`src/rtl/serial_frame_tx.sv`:
```
// serial_frame_tx: parallel-to-serial frame transmitter.
// Accepts a DATA_W-bit word over valid/ready and sends it LSB-first on tx_line.
// Each frame is one start bit (0), DATA_W payload bits and one stop bit (1).
// Every line bit is held for CLKS_PER_BIT clocks. All outputs are registered.
// Optional build macro PARITY_TX_EN: when it is defined, an even-parity bit
// (^payload) is sent between the last data bit and the stop bit.
module serial_frame_tx #(
  parameter int DATA_W       = 8,
  parameter int CLKS_PER_BIT = 4
) (
  input  logic              clock,
  input  logic              reset,
  input  logic [DATA_W-1:0] tx_data,
  input  logic              tx_valid,
  output logic              tx_ready,
  output logic              tx_line,
  output logic              busy,
  output logic              done
);

  localparam int TW = $clog2(CLKS_PER_BIT + 1);
  localparam int BW = $clog2(DATA_W + 1);
  localparam logic [TW-1:0] T_LAST = TW'(CLKS_PER_BIT - 1);
  localparam logic [BW-1:0] B_LAST = BW'(DATA_W - 1);

`ifdef PARITY_TX_EN
  typedef enum logic [2:0] {S_IDLE, S_START, S_DATA, S_PARITY, S_STOP} state_t;
`else
  typedef enum logic [1:0] {S_IDLE, S_START, S_DATA, S_STOP} state_t;
`endif

  state_t            state;
  logic [TW-1:0]     bit_tmr;
  logic [BW-1:0]     bit_cnt;
  logic [DATA_W-1:0] shift;
  logic [DATA_W-1:0] shift_nx;
  logic              accept;
  logic              bit_end;

  assign accept   = tx_valid & tx_ready;
  // With CLKS_PER_BIT=1 the timer never leaves 0, so every cycle ends a bit.
  assign bit_end  = (bit_tmr == T_LAST);
  // Next payload bit to put on the line once the current data bit ends.
  assign shift_nx = shift >> 1;

  // Payload register: loads only on accept, so tx_data changes mid-frame have no effect.
  always_ff @(posedge clock) begin
    if (accept) begin
      shift <= tx_data;
    end else if ((state == S_DATA) && bit_end) begin
      shift <= shift_nx;
    end
  end

`ifdef PARITY_TX_EN
  logic parity_bit;

  // Parity is captured from the accepted word, before any shifting.
  always_ff @(posedge clock) begin
    if (accept) begin
      parity_bit <= ^tx_data;
    end
  end
`endif

  // Frame sequencer: drives the line, handshake and status outputs directly as registers.
  always_ff @(posedge clock or posedge reset) begin
    if (reset) begin
      state    <= S_IDLE;
      tx_line  <= 1'b1;
      tx_ready <= 1'b1;
      busy     <= 1'b0;
      done     <= 1'b0;
      bit_tmr  <= '0;
      bit_cnt  <= '0;
    end else begin
      done <= 1'b0;
      case (state)
        S_IDLE: begin
          if (accept) begin
            state    <= S_START;
            tx_line  <= 1'b0;
            tx_ready <= 1'b0;
            busy     <= 1'b1;
            bit_tmr  <= '0;
            bit_cnt  <= '0;
          end
        end
        S_START: begin
          if (bit_end) begin
            state   <= S_DATA;
            tx_line <= shift[0];
            bit_tmr <= '0;
          end else begin
            bit_tmr <= bit_tmr + 1'b1;
          end
        end
        S_DATA: begin
          if (bit_end) begin
            bit_tmr <= '0;
            if (bit_cnt == B_LAST) begin
`ifdef PARITY_TX_EN
              state   <= S_PARITY;
              tx_line <= parity_bit;
`else
              state   <= S_STOP;
              tx_line <= 1'b1;
`endif
            end else begin
              bit_cnt <= bit_cnt + 1'b1;
              tx_line <= shift_nx[0];
            end
          end else begin
            bit_tmr <= bit_tmr + 1'b1;
          end
        end
`ifdef PARITY_TX_EN
        S_PARITY: begin
          if (bit_end) begin
            state   <= S_STOP;
            tx_line <= 1'b1;
            bit_tmr <= '0;
          end else begin
            bit_tmr <= bit_tmr + 1'b1;
          end
        end
`endif
        S_STOP: begin
          if (bit_end) begin
            // Returning to IDLE re-opens the handshake in the same cycle done pulses,
            // which lets a waiting producer start the next frame with no idle gap.
            state    <= S_IDLE;
            tx_line  <= 1'b1;
            tx_ready <= 1'b1;
            busy     <= 1'b0;
            done     <= 1'b1;
            bit_tmr  <= '0;
          end else begin
            bit_tmr <= bit_tmr + 1'b1;
          end
        end
        default: begin
          state    <= S_IDLE;
          tx_line  <= 1'b1;
          tx_ready <= 1'b1;
          busy     <= 1'b0;
          bit_tmr  <= '0;
          bit_cnt  <= '0;
        end
      endcase
    end
  end

endmodule

```
`config.mk`:
```
export PLATFORM = sky130hd
export DESIGN_NAME = serial_frame_tx
export DESIGN_NICKNAME = d
export VERILOG_FILES = /design/src/rtl/serial_frame_tx.sv
export SDC_FILE = /design/constraint.sdc
export NUM_CORES = 1
export LEC_CHECK = 0
export ABC_CLOCK_PERIOD_IN_PS = 3150
export CAP_MARGIN = 20
export CORE_MARGIN = 10
export CORE_UTILIZATION = 45
export DETAILED_ROUTE_END_ITERATION = 7
export PLACE_DENSITY = 0.7
export SKIP_LAST_GASP = 1
export SLEW_MARGIN = 25
export SYNTH_ARGS = -nofsm -noshare
export SYNTH_HDL_FRONTEND = slang
export SYNTH_SLANG_ARGS = --single-unit
export TNS_END_PERCENT = 100
```
`constraint.sdc`:
```
create_clock -name clock -period 3.15 [get_ports clock]
set_clock_uncertainty 0.1 [all_clocks]
set_input_delay 0.7875 -clock clock [delete_from_list [all_inputs] [get_ports clock]]
set_output_delay 0.7875 -clock clock [all_outputs]
set_load 0.03 [all_outputs]
```
# Word level (Yosys, flattened, before mapping)
# Cells that the tools add are included.
[totals]
reg_bits = 21
inputBits = 11
output_inout_bits = 4
word_cells = 59
[op_classes]
addsub = 2
eq_ne = 11
n_mux = 27
bitwise_logic = 1
reduce_logical = 10
[op_table]
columns = ["cell", "n"]
rows = [
  ["$mux 8", 2],
  ["$mux 4", 3],
  ["$mux 2", 5],
  ["$ne 2x2->1 const B", 5],
  ["$mux 1", 9],
  ["$pmux 2 s4", 1],
  ["$pmux 4 s2", 1],
  ["$reduce_and 4->1", 2],
  ["$mux 3", 2],
  ["$pmux 3 s2", 1],
  ["$reduce_bool 2->1", 3],
  ["$reduce_and 5->1", 1],
  ["$add 4x1->4 const B", 1],
  ["$eq 2x2->1 const B", 2],
  ["$eq 4x3->1 const B", 1],
  ["$pmux 1 s2", 2],
  ["$pmux 1 s4", 1],
  ["$add 3x1->3 const B", 1],
  ["$eq 3x2->1 const B", 1],
  ["$reduce_and 3->1", 1],
  ["$reduce_or 3->1", 1],
  ["$eq 2x1->1 const B", 1],
  ["$logic_not 2->1", 1],
  ["$ne 2x1->1 const B", 1],
  ["2 further kinds", 2],
]

# Logic depth before layout (Yosys ltp)
[logic_depth]
word_depth = 4
ltp_mapped = 6
mapped_depth_nobuf = 5

# Worst setup path after synthesis
# No wires, ideal clock.
[synth_path]
path_kind = "in2reg"
startpoint = "input port tx_valid"
endpoint = "register shift[2] (data pin)"
setup_ns = 0.260
arrival_ns = 1.576
required_time_ns = 2.790
slack_ns = 1.214
path_stages = 3
path_buffers = 1
cell_sequence = "nand2_1 -> buf_1 -> mux2_2"
[synth_between]
elab_chain_len = 2
[synth_lines]
columns = ["element", "line", "source"]
rows = [
  ["from (decl)", "14", "input logic tx_valid,"],
  ["$and 1x1->1", "40", "assign accept = tx_valid & tx_ready;"],
  ["$mux 8", "48", "if (accept) begin"],
  ["to (signal assigned)", "49", "shift <= tx_data;"],
  ["to (signal assigned)", "51", "shift <= shift_nx;"],
  ["to (decl)", "35", "logic [DATA_W-1:0] shift;"],
]
# Every way passes these cells.
# A chain may end at the register's enable or synchronous reset.

# Worst setup path in the final report
[layout_path]
startpoint = "register tx_ready"
endpoint = "output port tx_ready"
[layout_rtl]
columns = ["element", "line", "source"]
rows = [
  ["from (decl)", "15", "output logic tx_ready,"],
  ["from (signal assigned)", "71", "tx_ready <= 1'b1;"],
  ["from (signal assigned)", "83", "tx_ready <= 1'b0;"],
  ["from (signal assigned)", "134", "tx_ready <= 1'b1;"],
]
# No word-level cell between the ends.

==> impl_metrics.ini <==
[global_routing]
gr-usage-met1_pct = 12.43
antenna_found_initial = 0
grt_busiest_layer = met2
grt_overflow = 0
first_global_vias = 767
grt_max_degree = 15
grt_first_pass_wirelength_mm = 3.574
use_met3_pct = 3.704
track_usage_pct = 10.02
met2_usage_pct = 15.18

[logic_synthesis]
synth-compound-area-share_pct = 14.30
yosysWarnings = 0
avgSynthCellArea_um2 = 11.70
yosys-top-cells-count = dfrtp_1 (11), edfxtp_1 (8), inv_1 (7), mux2_2 (7)
ys_ff_latch = 21
synth.most_common_cell = dfrtp_1
yosysTopAreaCell = dfrtp_1
syn_area_um2 = 1076
ys_types = 35
synth_adder_area_share_pct = 6.977
synthMuxAreaShare_pct = 10.23
synth_edf_count = 8
async_flop_share_pct = 61.90
synth_top_family_by_area = compound AO/OA/AOI/OAI gates
ys_seq_area_share_pct = 52.79
yosysTopAreaCellShare_pct = 25.58
synth_cells = 92
syn-num-nets = 109
yosys_most_used_dff = dfrtp_1
synth_top_cells_by_area = dfrtp_1 (26%), edfxtp_1 (22%), mux2_2 (7.3%)
synth_xor_area_share_pct = 0
synthSimpleGateAreaFrac_pct = 11.86

[clock_network]
cts_resized = 0
cts_root_buf = clkbuf_4
insertion_delay_ns = 0.30
postCtsHoldBufs = 0
cts.reportedPaths.clkPinSlew_ns = 0.11
h-tree-depth = 1
clockBufferDepth = 2
post_cts.repair.setup_buffers = 0
cts_buffers = 3
cts_tree = done
cts_num_sinks = 21

[timing]
worst-slew-pin-transition_ns = 0.7031
tns_ns = 0
relSlewSlack_pct = 53.03
slew_viol_final = 0
setup_viol = 0
final.min_clock_period_ns = 2.481
fmax_mhz = 403.0
hold_viol_final = 0
fin_crit_sh_pct = 78.77
grt_setup_unrepaired = false
worst_slack_ns = 0.6688

[power]
max-vdd-ir-drop_uv = 497.2
pwr_density_cell_nw_per_um2 = 857.8
total_power_mw = 1.090
leakagePower_nw = 0.5358

[die]
die_x_um = 68.90
die_h_um = 68.90
die_area_um2 = 4747
start_util_pct = 47.72
row_count = 17
coreArea_um2 = 2255
ios = 15

[final_layout]
drive_gt1_share_pct = 14.02
multi_input_area_um2 = 466.7
regArea_um2 = 568.0
nNetsFinal = 125
syn_to_final_growth_pct = 18.14
fillers = 207
diodes = 0

[status]
status = finished, final reports clean

[detailed_routing]
first_pass_iters = 4
vias = 767
wl_mm = 2.114
ant_nets = 0
drt_iter0_drc = 32
viasPerCell = 5.681
wl_per_cell_um = 15.66
route.detailed.drc = 0

[min_path]
min_to = tx_line
hold_class = reg -> reg
min_path_cells = 1
hp-start = tx_line

[setup_path]
r2r_start = state[0]
required_ns = 2.26
r2r_slack_ns = 0.96
end_kind = output pin
path_depth = 1
crit_buf_inv = 1
path_cells = clkdlybuf4s50_1
crit_family = buffers and inverters
reg2reg_to = state[1]
cp_max_fo = 7
slowest_stage = clkdlybuf4s50_1
worstSetupPathType = reg -> out
rr_worst_depth = 5
max_stage_delay_ns = 0.69
startpoint_type = register
cp.arrival_ns = 1.59

[placement]
portBuffers = 14
dp_hpwl_mm = 1.580
dp_slack_ns = 0.7374
gp_congestion = 0.7553

[run]
cap_violations = 0
state kept, by name, indices dropped and copies added (netlist names):
signal,flops
bit_cnt,4
tx_line,1
tx_ready,1
shift,8
bit_tmr,3
done,1
busy,1
state,2
cells by family (layout without fill, tap and decap cells):
kind of cell | after synthesis | in the layout
AO/OA/AOI/OAI | 21 | 21
flip-flops | 21 | 21
AND/OR/NAND/NOR | 23 | 23
adder cells (fa/ha/maj) | 6 | 6
multiplexers | 10 | 10
buffers and inverters | 11 | 26
per-layer routing:
layer	part of all wire [%]	wire [um]	vias to the layer above
met5	0	0	-
met4	1.7	36	0
met3	6.0	126	5
met2	46	971	16
li1	-	-	375
met1	46	980	371
where the power goes:
group	internal (mW)	total (mW)	switching [mW]
combinational	0.228	0.512	0.284
clock	0.0474	0.128	0.0805
sequential	0.394	0.450	0.0566
total	0.669	1.09	0.421
placed cells by master (no fill, tap or decap), drive strengths merged, types with 3 or more instances in the layout:
| cell type | n |
|---|---|
| clkbuf | 3 |
| nand3 | 3 |
| o21ai | 6 |
| edfxtp | 8 |
| mux2 | 8 |
| clkdlybuf4s50 | 14 |
| dfrtp | 11 |
| inv | 7 |
| nand2 | 6 |
| ha | 6 |
how the worst max path moves through the flow:
stage,end,startpoint
finish,tx_ready,tx_ready
global placement,state[1],tx_valid
floorplan,shift[2],tx_valid
global route,tx_ready,tx_ready
CTS,tx_ready,tx_ready
detailed placement,state[1],tx_valid
cell type report:
cell class,instances,area share [%]
Sequential cell,21,44.69
Multi-Input combinational cell,60,36.71
Tap cell,28,2.756
Clock buffer,3,1.772
Inverter,7,2.067
Clock inverter,1,0.3937
Timing Repair Buffer,15,11.61
metrics by stage:
| stage | instance area (um^2) | util (%) | hold slack (ns) | instances |
|---|---|---|---|---|
| 2_1_floorplan | 1076 | - | 0.3631 | 92 |
| 3_3_place_gp | 1244 | 55.16 | 0.3834 | 131 |
| 3_5_place_dp | 1244 | 55.16 | 0.3883 | 131 |
| 4_1_cts | 1271 | 56.38 | 0.4090 | 135 |
| 5_1_grt | 1271 | 56.38 | 0.4411 | 135 |
| 6_report | 1271 | 56.38 | 0.4118 | 135 |
No activity file was read; power rests on OpenSTA's default activity.
